<file path="config.mk">
export PLATFORM = sky130hd
export DESIGN_NAME = vend_ctrl_multi
export DESIGN_NICKNAME = d
export VERILOG_FILES = /design/src/rtl/vend_pkg.sv /design/src/rtl/vend_stock_bank.sv /design/src/rtl/vend_ctrl_multi.sv
export SDC_FILE = /design/constraint.sdc
export NUM_CORES = 1
export LEC_CHECK = 0
export CORE_ASPECT_RATIO = 0.5
export CORE_MARGIN = 2
export CORE_UTILIZATION = 36
export CTS_CLUSTER_DIAMETER = 200
export DETAILED_ROUTE_END_ITERATION = 7
export GPL_TIMING_DRIVEN = 0
export HOLD_SLACK_MARGIN = 0.03
export REMOVE_ABC_BUFFERS = 1
export SLEW_MARGIN = 20
export SYNTH_ARGS = -nofsm -noshare
export SYNTH_HDL_FRONTEND = slang
export SYNTH_SLANG_ARGS = --single-unit
</file>
<file path="constraint.sdc">
create_clock -name clk -period 2.55 [get_ports clk]
set_input_delay 0.51 -clock clk [delete_from_list [all_inputs] [get_ports clk]]
set_output_delay 0.51 -clock clk [all_outputs]
set_load 0.03 [all_outputs]
</file>
<file path="src/rtl/vend_pkg.sv">
// Shared types and helpers for the multi-item vending controller.
package vend_pkg;

  typedef enum logic [1:0] {StIdle, StCollect, StVend, StChange} vend_state_e;

  localparam int unsigned PriceVecW = 256;

  // Extracts field idx of width w from a packed price vector.
  function automatic logic [31:0] price_at(input logic [PriceVecW-1:0] prices,
                                           input int unsigned idx,
                                           input int unsigned w);
    logic [PriceVecW-1:0] shifted;
    shifted = prices >> (idx * w);
    return shifted[31:0] & ((32'd1 << w) - 32'd1);
  endfunction

endpackage

</file>
<file path="src/rtl/vend_stock_bank.sv">
// Per-item stock counters: indexed decrement, bulk restock, zero flag for the indexed item.
module vend_stock_bank #(
  parameter int unsigned NUM_ITEMS  = 4,
  parameter int unsigned ITEM_W     = 2,
  parameter int unsigned STOCK_W    = 4,
  parameter int unsigned STOCK_INIT = 3
) (
  input  logic              clk,
  input  logic              rst,
  input  logic              restock_i,
  input  logic              dec_i,
  input  logic [ITEM_W-1:0] idx_i,
  output logic              zero_o
);

  logic [STOCK_W-1:0] stock_q [NUM_ITEMS];
  logic               idx_ok;

  assign idx_ok = 32'(idx_i) < NUM_ITEMS;
  // Out-of-range indices read as empty so they can never be decremented.
  assign zero_o = idx_ok ? (stock_q[idx_i] == '0) : 1'b1;

  always_ff @(posedge clk) begin
    if (rst || restock_i) begin
      for (int i = 0; i < int'(NUM_ITEMS); i++) begin
        stock_q[i] <= STOCK_W'(STOCK_INIT);
      end
    end else if (dec_i && !zero_o) begin
      stock_q[idx_i] <= stock_q[idx_i] - STOCK_W'(1);
    end
  end

endmodule

</file>
<file path="src/rtl/vend_ctrl_multi.sv">
// Multi-item coin vending controller with saturating credit, per-item stock and change handshake.
module vend_ctrl_multi
  import vend_pkg::*;
#(
  parameter int unsigned CREDIT_W   = 8,
  parameter int unsigned COIN_W     = 5,
  parameter int unsigned NUM_ITEMS  = 4,
  parameter int unsigned ITEM_W     = 2,
  parameter logic [NUM_ITEMS*CREDIT_W-1:0] PRICES = {8'd25, 8'd20, 8'd15, 8'd10},
  parameter int unsigned MAX_CREDIT = 50,
  parameter int unsigned STOCK_W    = 4,
  parameter int unsigned STOCK_INIT = 3
) (
  input  logic                clk,
  input  logic                rst,
  input  logic                coin_valid_i,
  input  logic [COIN_W-1:0]   coin_val_i,
  input  logic                sel_valid_i,
  input  logic [ITEM_W-1:0]   sel_item_i,
  input  logic                cancel_i,
  input  logic                restock_i,
  input  logic                change_ready_i,
  output logic [CREDIT_W-1:0] credit_o,
  output logic                vend_o,
  output logic [ITEM_W-1:0]   vend_item_o,
  output logic                change_valid_o,
  output logic [CREDIT_W-1:0] change_amt_o,
  output logic                coin_reject_o,
  output logic                sold_out_o,
  output logic                insufficient_o,
  output logic                busy_o
);

  vend_state_e         state_q, state_d;
  logic [CREDIT_W-1:0] credit_q, credit_d;
  logic [ITEM_W-1:0]   item_q, item_d;
  logic                reject_q, reject_d;
  logic                sold_q, sold_d;
  logic                insuf_q, insuf_d;
  logic                stock_dec, stock_restock, stock_zero;
  logic                coin_present, sel_in_range;
  logic [CREDIT_W:0]   coin_sum;
  logic [CREDIT_W-1:0] price;

  assign coin_present = coin_valid_i && (coin_val_i != '0);
  assign coin_sum     = {1'b0, credit_q} + (CREDIT_W+1)'(coin_val_i);
  assign sel_in_range = 32'(sel_item_i) < NUM_ITEMS;
  assign price        = CREDIT_W'(price_at(PriceVecW'(PRICES), 32'(sel_item_i), CREDIT_W));

  vend_stock_bank #(
    .NUM_ITEMS (NUM_ITEMS),
    .ITEM_W    (ITEM_W),
    .STOCK_W   (STOCK_W),
    .STOCK_INIT(STOCK_INIT)
  ) u_stock (
    .clk      (clk),
    .rst      (rst),
    .restock_i(stock_restock),
    .dec_i    (stock_dec),
    .idx_i    (sel_item_i),
    .zero_o   (stock_zero)
  );

  always_comb begin
    state_d       = state_q;
    credit_d      = credit_q;
    item_d        = item_q;
    reject_d      = 1'b0;
    sold_d        = 1'b0;
    insuf_d       = 1'b0;
    stock_dec     = 1'b0;
    stock_restock = 1'b0;
    unique case (state_q)
      StIdle, StCollect: begin
        stock_restock = restock_i && (state_q == StIdle);
        // cancel > selection > coin; a coin losing arbitration is rejected
        if (cancel_i && (state_q == StCollect)) begin
          state_d  = StChange;
          reject_d = coin_present;
        end else if (sel_valid_i) begin
          reject_d = coin_present;
          if (!sel_in_range) begin
            insuf_d = 1'b1;
          end else if (stock_zero) begin
            sold_d = 1'b1;
          end else if (credit_q < price) begin
            insuf_d = 1'b1;
          end else begin
            state_d   = StVend;
            credit_d  = credit_q - price;
            item_d    = sel_item_i;
            stock_dec = 1'b1;
          end
        end else if (coin_present) begin
          if (coin_sum <= (CREDIT_W+1)'(MAX_CREDIT)) begin
            credit_d = coin_sum[CREDIT_W-1:0];
            state_d  = StCollect;
          end else begin
            reject_d = 1'b1;
          end
        end
      end
      StVend: begin
        reject_d = coin_present;
        state_d  = (credit_q != '0) ? StChange : StIdle;
      end
      StChange: begin
        reject_d = coin_present;
        if (change_ready_i) begin
          credit_d = '0;
          state_d  = StIdle;
        end
      end
      default: state_d = StIdle;
    endcase
  end

  always_ff @(posedge clk) begin
    if (rst) begin
      state_q  <= StIdle;
      credit_q <= '0;
      item_q   <= '0;
      reject_q <= 1'b0;
      sold_q   <= 1'b0;
      insuf_q  <= 1'b0;
    end else begin
      state_q  <= state_d;
      credit_q <= credit_d;
      item_q   <= item_d;
      reject_q <= reject_d;
      sold_q   <= sold_d;
      insuf_q  <= insuf_d;
    end
  end

  assign credit_o       = credit_q;
  assign vend_o         = (state_q == StVend);
  assign vend_item_o    = item_q;
  assign change_valid_o = (state_q == StChange);
  assign change_amt_o   = credit_q;
  assign coin_reject_o  = reject_q;
  assign sold_out_o     = sold_q;
  assign insufficient_o = insuf_q;
  assign busy_o         = (state_q == StVend) || (state_q == StChange);

endmodule

</file>
==> flow_summary_export.csv, run 1 <==
group,metric,value,unit
placement,dpl.hpwl,4483,um
power_and_ir_drop,ir_drop,346.7,uV
placement,routabilityCongestion,0.8487,
final_layout,syn2layout_area_growth,35.30,%
final_layout,nNetsFinal,324,
detailed_routing,via_count,2164,
global_routing,antenna_found_initial,0,
outcome,status,"finished, final reports clean",
timing,fmax,0.4065,GHz
die,rows,20,
power_and_ir_drop,pwr_density_cell,1218,nW/um^2
clock_tree,cts_sinks,31,
logic_synthesis,synth_edf_count,16,
final_layout,final_cell_mix,"clkdlybuf4s50_1 (31), nand2_1 (25), nor2_1 (24), inv_1 (18), edfxtp_1 (16)",
timing,maxSlewHeadroom,42.80,%
final_layout,layout_commonest_cell,"clkdlybuf4s50_1",
die,dieArea,7291,um^2
final_layout,fillerInstances,586,
clock_tree,clockRootBuffer,"clkbuf_16",
clock_tree,cts.path.max_buffers,2,
placement,io_buffers,37,
critical_path,end_kind,"flip-flop",
critical_path,worstPathArrival,2.63,ns
detailed_routing,drtIter0Drc,151,
die,die_h,61.39,um
timing,min_period_over_period,96.48,%
logic_synthesis,synth_warnings,0,
global_routing,grt_pass1_vias,2079,
clock_tree,cts_tree,"done",
worst_hold_path,min_path_cells,2,
critical_path,cp.required,2.72,ns
timing,fin_hold_ws,0.4873,ns
logic_synthesis,netlist_area,2371,um^2
logic_synthesis,ys_types,50,
critical_path,start_kind,"primary input",
detailed_routing,via_per_inst,5.621,
logic_synthesis,syn-instance-count,264,
timing,finalHoldViolCount,0,
critical_path,r2r_cells,11,
die,die_w,118.8,um
power_and_ir_drop,leakagePower,1.234,nW
clock_tree,cts_max_level,2,
final_layout,n_antenna_cell,0,
job,max-cap-violations,0,
final_layout,drive_above_1_share,21.89,%
timing,finalCriticalPeriod,2.460,ns
clock_tree,hold_buffers,0,
global_routing,grt_max_degree,21,
logic_synthesis,async_reset_ff_share,0,%
global_routing,overflow,0,
critical_path,worstPathMaxFanout,5,
timing,setup_violations,0,
final_layout,fin_util,51.69,%
critical_path,crit_type,"in -> reg",
detailed_routing,drt-total-wl,6369,um
detailed_routing,first_pass_iters,5,
detailed_routing,drt-wirelength-per-cell,16.54,um
global_routing,grt_pass1_wl,10120,um
logic_synthesis,synth-main-ff-cell,"edfxtp_1",
logic_synthesis,synth_area_per_cell,8.981,um^2
die,floorplan.initialDensity,38.21,%
logic_synthesis,ys_seq_elements,31,
timing,skew,0.005491,ns
detailed_routing,antenna_left,0,
clock_tree,clk_pin_slew_worst_paths,0.06,ns
timing,tightestPinTransition,0.8566,ns
logic_synthesis,ys_seq_area_share,32.93,%
clock_tree,cts_buffers,5,
die,pin_count,38,
detailed_routing,drcViolationCount,0,
timing,final_max_slew_viol_count,0,
clock_tree,insertion_delay,0.28,ns
global_routing,grt_use_total,18.00,%
worst_hold_path,hp-class,"reg -> reg",
die,placeableCoreArea,6206,um^2
sequential cells by signal, summed over array words and instances (netlist names):
| name | count |
|---|---|
| vend_item_o | 2 |
| u_stock.stock_q | 16 |
| state_q | 2 |
| sold_out_o | 1 |
| insufficient_o | 1 |
| coin_reject_o | 1 |
| change_amt_o | 8 |
worst paths after layout:
check	startpoint	end	slack, ns
min reg2reg	vend_item_o[1]	vend_item_o[1]	0.49
min	vend_item_o[1]	vend_item_o[1]	0.49
max reg2reg	change_amt_o[0]	change_amt_o[1]	0.15
max	coin_val_i[2]	change_amt_o[1]	0.09
power breakdown:
group | total, W | internal (W) | switching, W | leakage (nW)
clock network | 0.000695 | 0.000460 | 0.000235 | 0.0838
registers | 0.000855 | 0.000663 | 0.000191 | 0.269
logic | 0.00236 | 0.00103 | 0.00132 | 0.881
timing repair:
| action | CTS | global route |
|---|---|---|
| resized for setup | 49 | 20 |
| setup endpoints to repair | 47 | 19 |
| endpoints found under the hold margin | 0 | 0 |
| pin swaps | 10 | 6 |
| buffers inserted | 5 | 1 |
cells by family (layout without fill, tap and decap cells):
family | after synthesis | in the layout | share of synthesized area, %
buf+inv | 37 | 70 | 7.967
simple gates | 96 | 96 | 20.21
mux | 11 | 11 | 7.283
fa+ha+maj | 14 | 14 | 8.021
flops | 31 | 31 | 32.93
xor+xnor | 5 | 5 | 1.847
compound gates | 70 | 70 | 21.74
routing by layer:
metal	track usage, %	share of wire [%]
met4	4.932	0.69
met3	3.981	7.1
met5	0	0
met1	22.58	46
met2	32.51	46
cells in the mapped netlist, types with 6 or more instances:
| cell type | count | area share (%) |
|---|---|---|
| edfxtp_1 | 16 | 20 |
| ha_1 | 12 | 6.3 |
| buf_4 | 9 | 2.8 |
| dfxtp_1 | 15 | 13 |
| mux2i_1 | 6 | 2.5 |
| nand2_1 | 25 | 4.0 |
| nand3_1 | 7 | 1.5 |
| clkbuf_1 | 6 | 0.95 |
| nor2_1 | 25 | 4.0 |
| nor3_1 | 12 | 2.5 |
| o21ai_0 | 15 | 3.2 |
| a21oi_1 | 9 | 1.9 |
| o211ai_1 | 6 | 1.9 |
| a211oi_1 | 6 | 1.9 |
| inv_1 | 18 | 2.8 |
| nand2b_1 | 8 | 2.1 |
area by class of cell:
| cell class | count | area [um^2] | share of cell area (%) |
|---|---|---|---|
| Multi-Input combinational cell | 196 | 1633 | 50.90 |
| Sequential cell | 31 | 784.5 | 24.45 |
| Timing Repair Buffer | 43 | 437.9 | 13.65 |
| Clock buffer | 5 | 125.1 | 3.900 |
| Tap cell | 88 | 110.1 | 3.432 |
| Inverter | 19 | 73.82 | 2.301 |
| Clock inverter | 3 | 43.79 | 1.365 |
worst max-delay path: stages:
cell	delay, ns
clkdlybuf4s50_1	0.54
ha_4	0.25
or2_2	0.28
a21oi_2	0.18
o221ai_2	0.15
a41oi_4	0.33
o21ai_4	0.10
buf_12	0.16
mux2i_1	0.11
through the flow:
stage	instance area [um^2]	cells	total power [W]	setup slack (ns)	setup TNS (ns)
after floorplan	2253	246	0.002116	-0.2455	-5.061
after global placement	2734	371	0.002703	-1.585	-61.57
after detailed placement	2734	371	0.002727	-1.636	-62.63
after CTS	3129	384	0.003785	0.009821	0
after global routing	3208	385	0.004131	-0.002031	-0.002031
final	3208	385	0.003907	0.08988	0
No activity file was read; power rests on OpenSTA's default activity.
==> run 2: changes to the inputs <==
--- a/config.mk
+++ b/config.mk
@@ -12,8 +12,8 @@
 export DETAILED_ROUTE_END_ITERATION = 7
 export GPL_TIMING_DRIVEN = 0
 export HOLD_SLACK_MARGIN = 0.03
-export REMOVE_ABC_BUFFERS = 1
 export SLEW_MARGIN = 20
 export SYNTH_ARGS = -nofsm -noshare
 export SYNTH_HDL_FRONTEND = slang
 export SYNTH_SLANG_ARGS = --single-unit
+export TNS_END_PERCENT = 100
==> run 2 against run 1 <==
Compared with the run above:
- routed wire length is 2.5% higher
- register-to-register slack hardly changed
- combinational power is 6% higher
- fmax fell by 0.76%
- critical path type unchanged
- largest power group unchanged
==> flow_summary_export.csv, run 2 (same netlist as run 1, synthesis figures left out) <==
group,metric,value,unit
outcome,status,"finished, final reports clean",
detailed_routing,drt-total-wl,6529,um
power_and_ir_drop,seqPwrFrac,20.8,%
clock_tree,cts_tree,"done",
timing,final_max_slew_viol_count,0,
timing,min_period_over_period,97.21,%
final_layout,largest_reg_flops,16,
detailed_routing,first_pass_iters,4,
timing,finalHoldViolCount,0,
worst_hold_path,hp-class,"reg -> reg",
global_routing,grt_use_total,18.88,%
placement,routabilityCongestion,0.8778,
clock_tree,cts_sinks,31,
critical_path,critPathLaunch,"coin_val_i[3]",
final_layout,drive_above_1_share,26.25,%
timing,fmax,0.4034,GHz
power_and_ir_drop,leakagePower,1.322,nW
die,die_h,61.39,um
clock_tree,clk_pin_slew_worst_paths,0.05,ns
final_layout,nNetsFinal,347,
global_routing,antenna_found_initial,0,
final_layout,n_antenna_cell,0,
timing,skew,0.003386,ns
final_layout,regMostFlops,"u_stock.stock_q",
worst_hold_path,min_from,"vend_item_o[1]",
detailed_routing,via_per_inst,5.380,
critical_path,worstPathMaxFanout,8,
clock_tree,hold_buffers,0,
critical_path,worstPathArrival,2.64,ns
detailed_routing,drcViolationCount,0,
clock_tree,insertion_delay,0.28,ns
power_and_ir_drop,switching_share,43.62,%
critical_path,crit_chain,"clkdlybuf4s50_1 -> ha_2 -> o21ai_2 -> nor2_2 -> o221ai_4 -> a41oi_4 -> o21ai_4 -> buf_12 -> mux2i_1",
power_and_ir_drop,p_sw,0.001767,W
final_layout,fillerInstances,581,
global_routing,overflow,0,
detailed_routing,antenna_left,0,
detailed_routing,via_count,2195,
power_and_ir_drop,intPower,0.002284,W
die,floorplan.initialDensity,38.21,%
timing,maxSlewHeadroom,38.02,%
critical_path,timing.rr.start,"change_amt_o[0]",
timing,tightestPinTransition,0.9255,ns
detailed_routing,drt-wirelength-per-cell,16.00,um
clock_tree,cts_buffers,5,
power_and_ir_drop,ir_drop,351.7,uV
critical_path,critPathMaxStageDelay,0.45,ns
placement,dpl.hpwl,4700,um
die,die_w,118.8,um
final_layout,syn2layout_area_growth,42.96,%
job,max-cap-violations,0,
logic_synthesis,synth_fp_nets,292,
timing,setup_violations,0,
clock_tree,cts_max_level,2,
critical_path,start_kind,"primary input",
detailed_routing,drtIter0Drc,106,
critical_path,cp.required,2.71,ns
final_layout,final_cell_mix,"clkdlybuf4s50_1 (31), nand2_1 (25), nor2_1 (24), buf_4 (19), edfxtp_1 (16)",
die,rows,20,
global_routing,grt_pass1_vias,2151,
power_and_ir_drop,clkPwrFrac,17.2,%
final_layout,fin_util,54.62,%
placement,io_buffers,36,
timing,finalCriticalPeriod,2.479,ns
power_and_ir_drop,pwr_density_cell,1195,nW/um^2
die,pin_count,38,
power_and_ir_drop,power_frac_comb,62.0,%
global_routing,grt_max_degree,12,
clock_tree,cts.path.max_buffers,2,
critical_path,end_kind,"flip-flop",
global_routing,grt_pass1_wl,10670,um
clock_tree,clockRootBuffer,"clkbuf_16",
die,placeableCoreArea,6206,um^2
critical_path,crit_buf_inv,2,
power_and_ir_drop,p_total,0.004051,W
die,dieArea,7291,um^2
final_layout,layout_commonest_cell,"clkdlybuf4s50_1",
critical_path,crit_type,"in -> reg",
critical_path,crit_family,"compound AO/OA/AOI/OAI gates",
critical_path,slowest_stage,"clkdlybuf4s50_1",
-- run 2: routing by layer --
metal / up-vias / part of all wire [%] / track usage (%)
met2: 45 / 49 / 33.74
li1: 1083 / - / -
met5: - / 0 / 0
met3: 4 / 4.5 / 3.796
met1: 1063 / 46 / 24.43
met4: 0 / 0.54 / 4.422
-- run 2: final cells by class --
cell class / instances / area, um^2 / share of cell area [%]
inverters: 19 / 73.82 / 2.178
well taps: 88 / 110.1 / 3.248
repair buffers: 48 / 461.7 / 13.62
multi-input cells: 196 / 1650 / 48.69
clock buffers: 6 / 138.9 / 4.097
flip-flops and latches: 31 / 783.3 / 23.11
clock inverters: 2 / 35.03 / 1.034
plain buffers: 18 / 136.4 / 4.024
-- run 2: path summary, 6_finish.rpt --
path | endpoint | slack (ns) | cells past startpoint
worst max-delay path | change_amt_o[2] | 0.07 | 9
worst min-delay path | vend_item_o[1] | 0.49 | 2
worst max register to register | change_amt_o[3] | 0.16 | 11
worst min register to register | vend_item_o[1] | 0.49 | 2
-- run 2: stage by stage --
stage | worst slack, ns | hold slack [ns] | std cells | cell area [um^2] | TNS (ns)
floorplan | -0.1150 | 0.4846 | 264 | 2377 | -1.390
global placement | -1.081 | 0.4780 | 388 | 2848 | -36.86
detailed placement | -1.118 | 0.4828 | 388 | 2848 | -38.93
CTS | 0.004710 | 0.4949 | 402 | 3233 | 0
global route | -0.009090 | 0.5458 | 408 | 3390 | -0.01912
finish | 0.07112 | 0.4901 | 408 | 3390 | 0
-- run 2: tightest hold or removal path, stage by stage, from the launching register on --
cell,delay [ns]
dfxtp_1,0.32
a21oi_1,0.06
nor2_1,0.07
-- run 2: power groups by stage --
stage	sequential, W	clock (W)	combinational (W)
6_report	0.000842	0.000698	0.00251
5_1_grt	0.000869	0.000735	0.00271
4_1_cts	0.000830	0.000712	0.00228
3_5_place_dp	0.000837	0	0.00201
3_3_place_gp	0.000833	0	0.00200
2_1_floorplan	0.000925	0	0.00132
-- run 2: repair_timing --
action	4_1_cts	5_1_grt
resized for setup	46	23
cloned	0	0
setup buffers	6	6
pin swaps	12	9
setup endpoints to repair	47	17
==> run 3: changes to the inputs <==
--- a/config.mk
+++ b/config.mk
@@ -12,6 +12,7 @@
 export DETAILED_ROUTE_END_ITERATION = 7
 export GPL_TIMING_DRIVEN = 0
 export HOLD_SLACK_MARGIN = 0.03
+export RECOVER_POWER = 100
 export SLEW_MARGIN = 20
 export SYNTH_ARGS = -nofsm -noshare
 export SYNTH_HDL_FRONTEND = slang
==> run 3 against run 2 <==
Compared with the run above:
- worst hold slack got worse by 0.0060 ns
- utilization is 0.18 points lower
- register-to-register slack is essentially flat
- critical endpoint is now change_amt_o[3]
- worst setup slack better by 0.0014 ns
- fmax is essentially flat
==> flow_summary_export.csv, run 3 (same netlist as run 1, synthesis figures left out) <==
group,metric,value,unit
outcome,status,"finished, final reports clean",
die,dieArea,7291,um^2
die,die_w,118.8,um
clock_tree,cts.path.max_buffers,2,
final_layout,fillerInstances,583,
critical_path,crit_family,"compound AO/OA/AOI/OAI gates",
timing,setup_violations,0,
timing,skew,0.003677,ns
critical_path,worstPathArrival,2.68,ns
final_layout,largest_reg_flops,16,
placement,io_buffers,36,
timing,min_period_over_period,97.16,%
logic_synthesis,synth_fp_nets,292,
timing,fmax,0.4036,GHz
die,rows,20,
global_routing,grt_max_degree,12,
clock_tree,insertion_delay,0.28,ns
timing,final_max_slew_viol_count,0,
timing,tightestPinTransition,0.9230,ns
detailed_routing,antenna_left,0,
final_layout,syn2layout_area_growth,42.48,%
final_layout,regMostFlops,"u_stock.stock_q",
critical_path,cp.required,2.75,ns
global_routing,grt_pass1_vias,2151,
critical_path,crit_type,"in -> reg",
detailed_routing,via_per_inst,5.373,
placement,dpl.hpwl,4700,um
detailed_routing,first_pass_iters,4,
global_routing,antenna_found_initial,0,
critical_path,critPathMaxStageDelay,0.54,ns
detailed_routing,drt-wirelength-per-cell,16.03,um
die,floorplan.initialDensity,38.21,%
final_layout,final_cell_mix,"nand2_1 (25), nor2_1 (24), dlygate4sd3_1 (23), buf_4 (19), edfxtp_1 (16)",
detailed_routing,drt-total-wl,6539,um
timing,finalHoldViolCount,0,
critical_path,start_kind,"primary input",
clock_tree,clockRootBuffer,"clkbuf_16",
power_and_ir_drop,p_total,0.003977,W
critical_path,slowest_stage,"mux4_2",
clock_tree,clk_pin_slew_worst_paths,0.05,ns
timing,maxSlewHeadroom,38.18,%
worst_hold_path,hp-class,"reg -> reg",
die,placeableCoreArea,6206,um^2
timing,finalCriticalPeriod,2.477,ns
clock_tree,cts_max_level,2,
clock_tree,cts_sinks,31,
global_routing,grt_use_total,18.88,%
critical_path,crit_chain,"clkbuf_4 -> buf_8 -> mux4_2 -> inv_2 -> ha_4 -> o211ai_1 -> a41oi_2 -> a41oi_4 -> o21ai_4 -> buf_12 -> mux2i_1",
final_layout,drive_above_1_share,26.25,%
power_and_ir_drop,ir_drop,351.3,uV
die,pin_count,38,
global_routing,grt_pass1_wl,10670,um
placement,place_inst,388,
power_and_ir_drop,pwr_density_cell,1177,nW/um^2
clock_tree,cts_tree,"done",
critical_path,crit_buf_inv,4,
final_layout,final_cells,408,
power_and_ir_drop,leakagePower,1.385,nW
placement,routabilityCongestion,0.8778,
clock_tree,cts_buffers,5,
detailed_routing,drtIter0Drc,126,
critical_path,worstPathMaxFanout,8,
critical_path,end_kind,"flip-flop",
detailed_routing,drcViolationCount,0,
detailed_routing,via_count,2192,
job,max-cap-violations,0,
final_layout,nNetsFinal,347,
global_routing,overflow,0,
final_layout,n_antenna_cell,0,
die,die_h,61.39,um
final_layout,layout_commonest_cell,"nand2_1",
==> run 3: tightest hold or removal path: cells and delay by family (launching register included) <==
kind,cells,cell delay [ns]
flip-flops,1,0.32
AO/OA/AOI/OAI,1,0.06
AND/OR/NAND/NOR,1,0.07
==> run 3: metrics by stage <==
step / area (um^2) / setup TNS (ns) / util (%) / worst slack, ns / hold slack (ns)
finish: 3378 / 0 / 54.44 / 0.07251 / 0.4841
global route: 3378 / -0.01573 / 54.44 / -0.009090 / 0.5430
CTS: 3233 / 0 / 52.10 / 0.004710 / 0.4949
detailed placement: 2848 / -38.93 / 45.89 / -1.118 / 0.4828
global placement: 2848 / -36.86 / 45.89 / -1.081 / 0.4780
floorplan: 2377 / -1.390 / - / -0.1150 / 0.4846
==> run 3: final timing paths <==
kind / slack [ns] / cells after the start / endpoint / startpoint
setup reg to reg: 0.15 / 11 / change_amt_o[3] / change_amt_o[0]
setup / recovery: 0.07 / 11 / change_amt_o[3] / sel_item_i[0]
hold / removal: 0.48 / 2 / vend_item_o[1] / vend_item_o[1]
hold reg to reg: 0.48 / 2 / vend_item_o[1] / vend_item_o[1]
==> run 3: what timing repair did <==
item	in CTS	in global routing
setup buffers	6	6
hold buffers	0	0
endpoints found under the setup margin	47	17
resized for setup	46	23
pin swaps	12	9
==> run 3: where the power goes <==
| group | internal [W] | switching [W] | total (W) |
|---|---|---|---|
| Combinational | 0.00108 | 0.00136 | 0.00244 |
| Clock | 0.000485 | 0.000213 | 0.000698 |
| Sequential | 0.000663 | 0.000179 | 0.000841 |
| Total | 0.00222 | 0.00175 | 0.00398 |
==> run 3: final cells by class <==
cell class	count	area [um^2]	share of cell area [%]
timing repair buffer	48	461.7	13.67
multi-input combinational	196	1639	48.52
tap	88	110.1	3.259
inverter	19	73.82	2.185
buffer	18	136.4	4.037
clock buffer	6	138.9	4.111
sequential	31	783.3	23.19
clock inverter	2	35.03	1.037
==> run 3: metal layers <==
metal | GRT usage [%] | vias up | wire (um)
met5 | 0 | - | 0
met4 | 4.422 | 0 | 35
met3 | 3.796 | 4 | 228
met2 | 33.74 | 37 | 3160
met1 | 24.43 | 1071 | 3114
li1 | - | 1080 | -
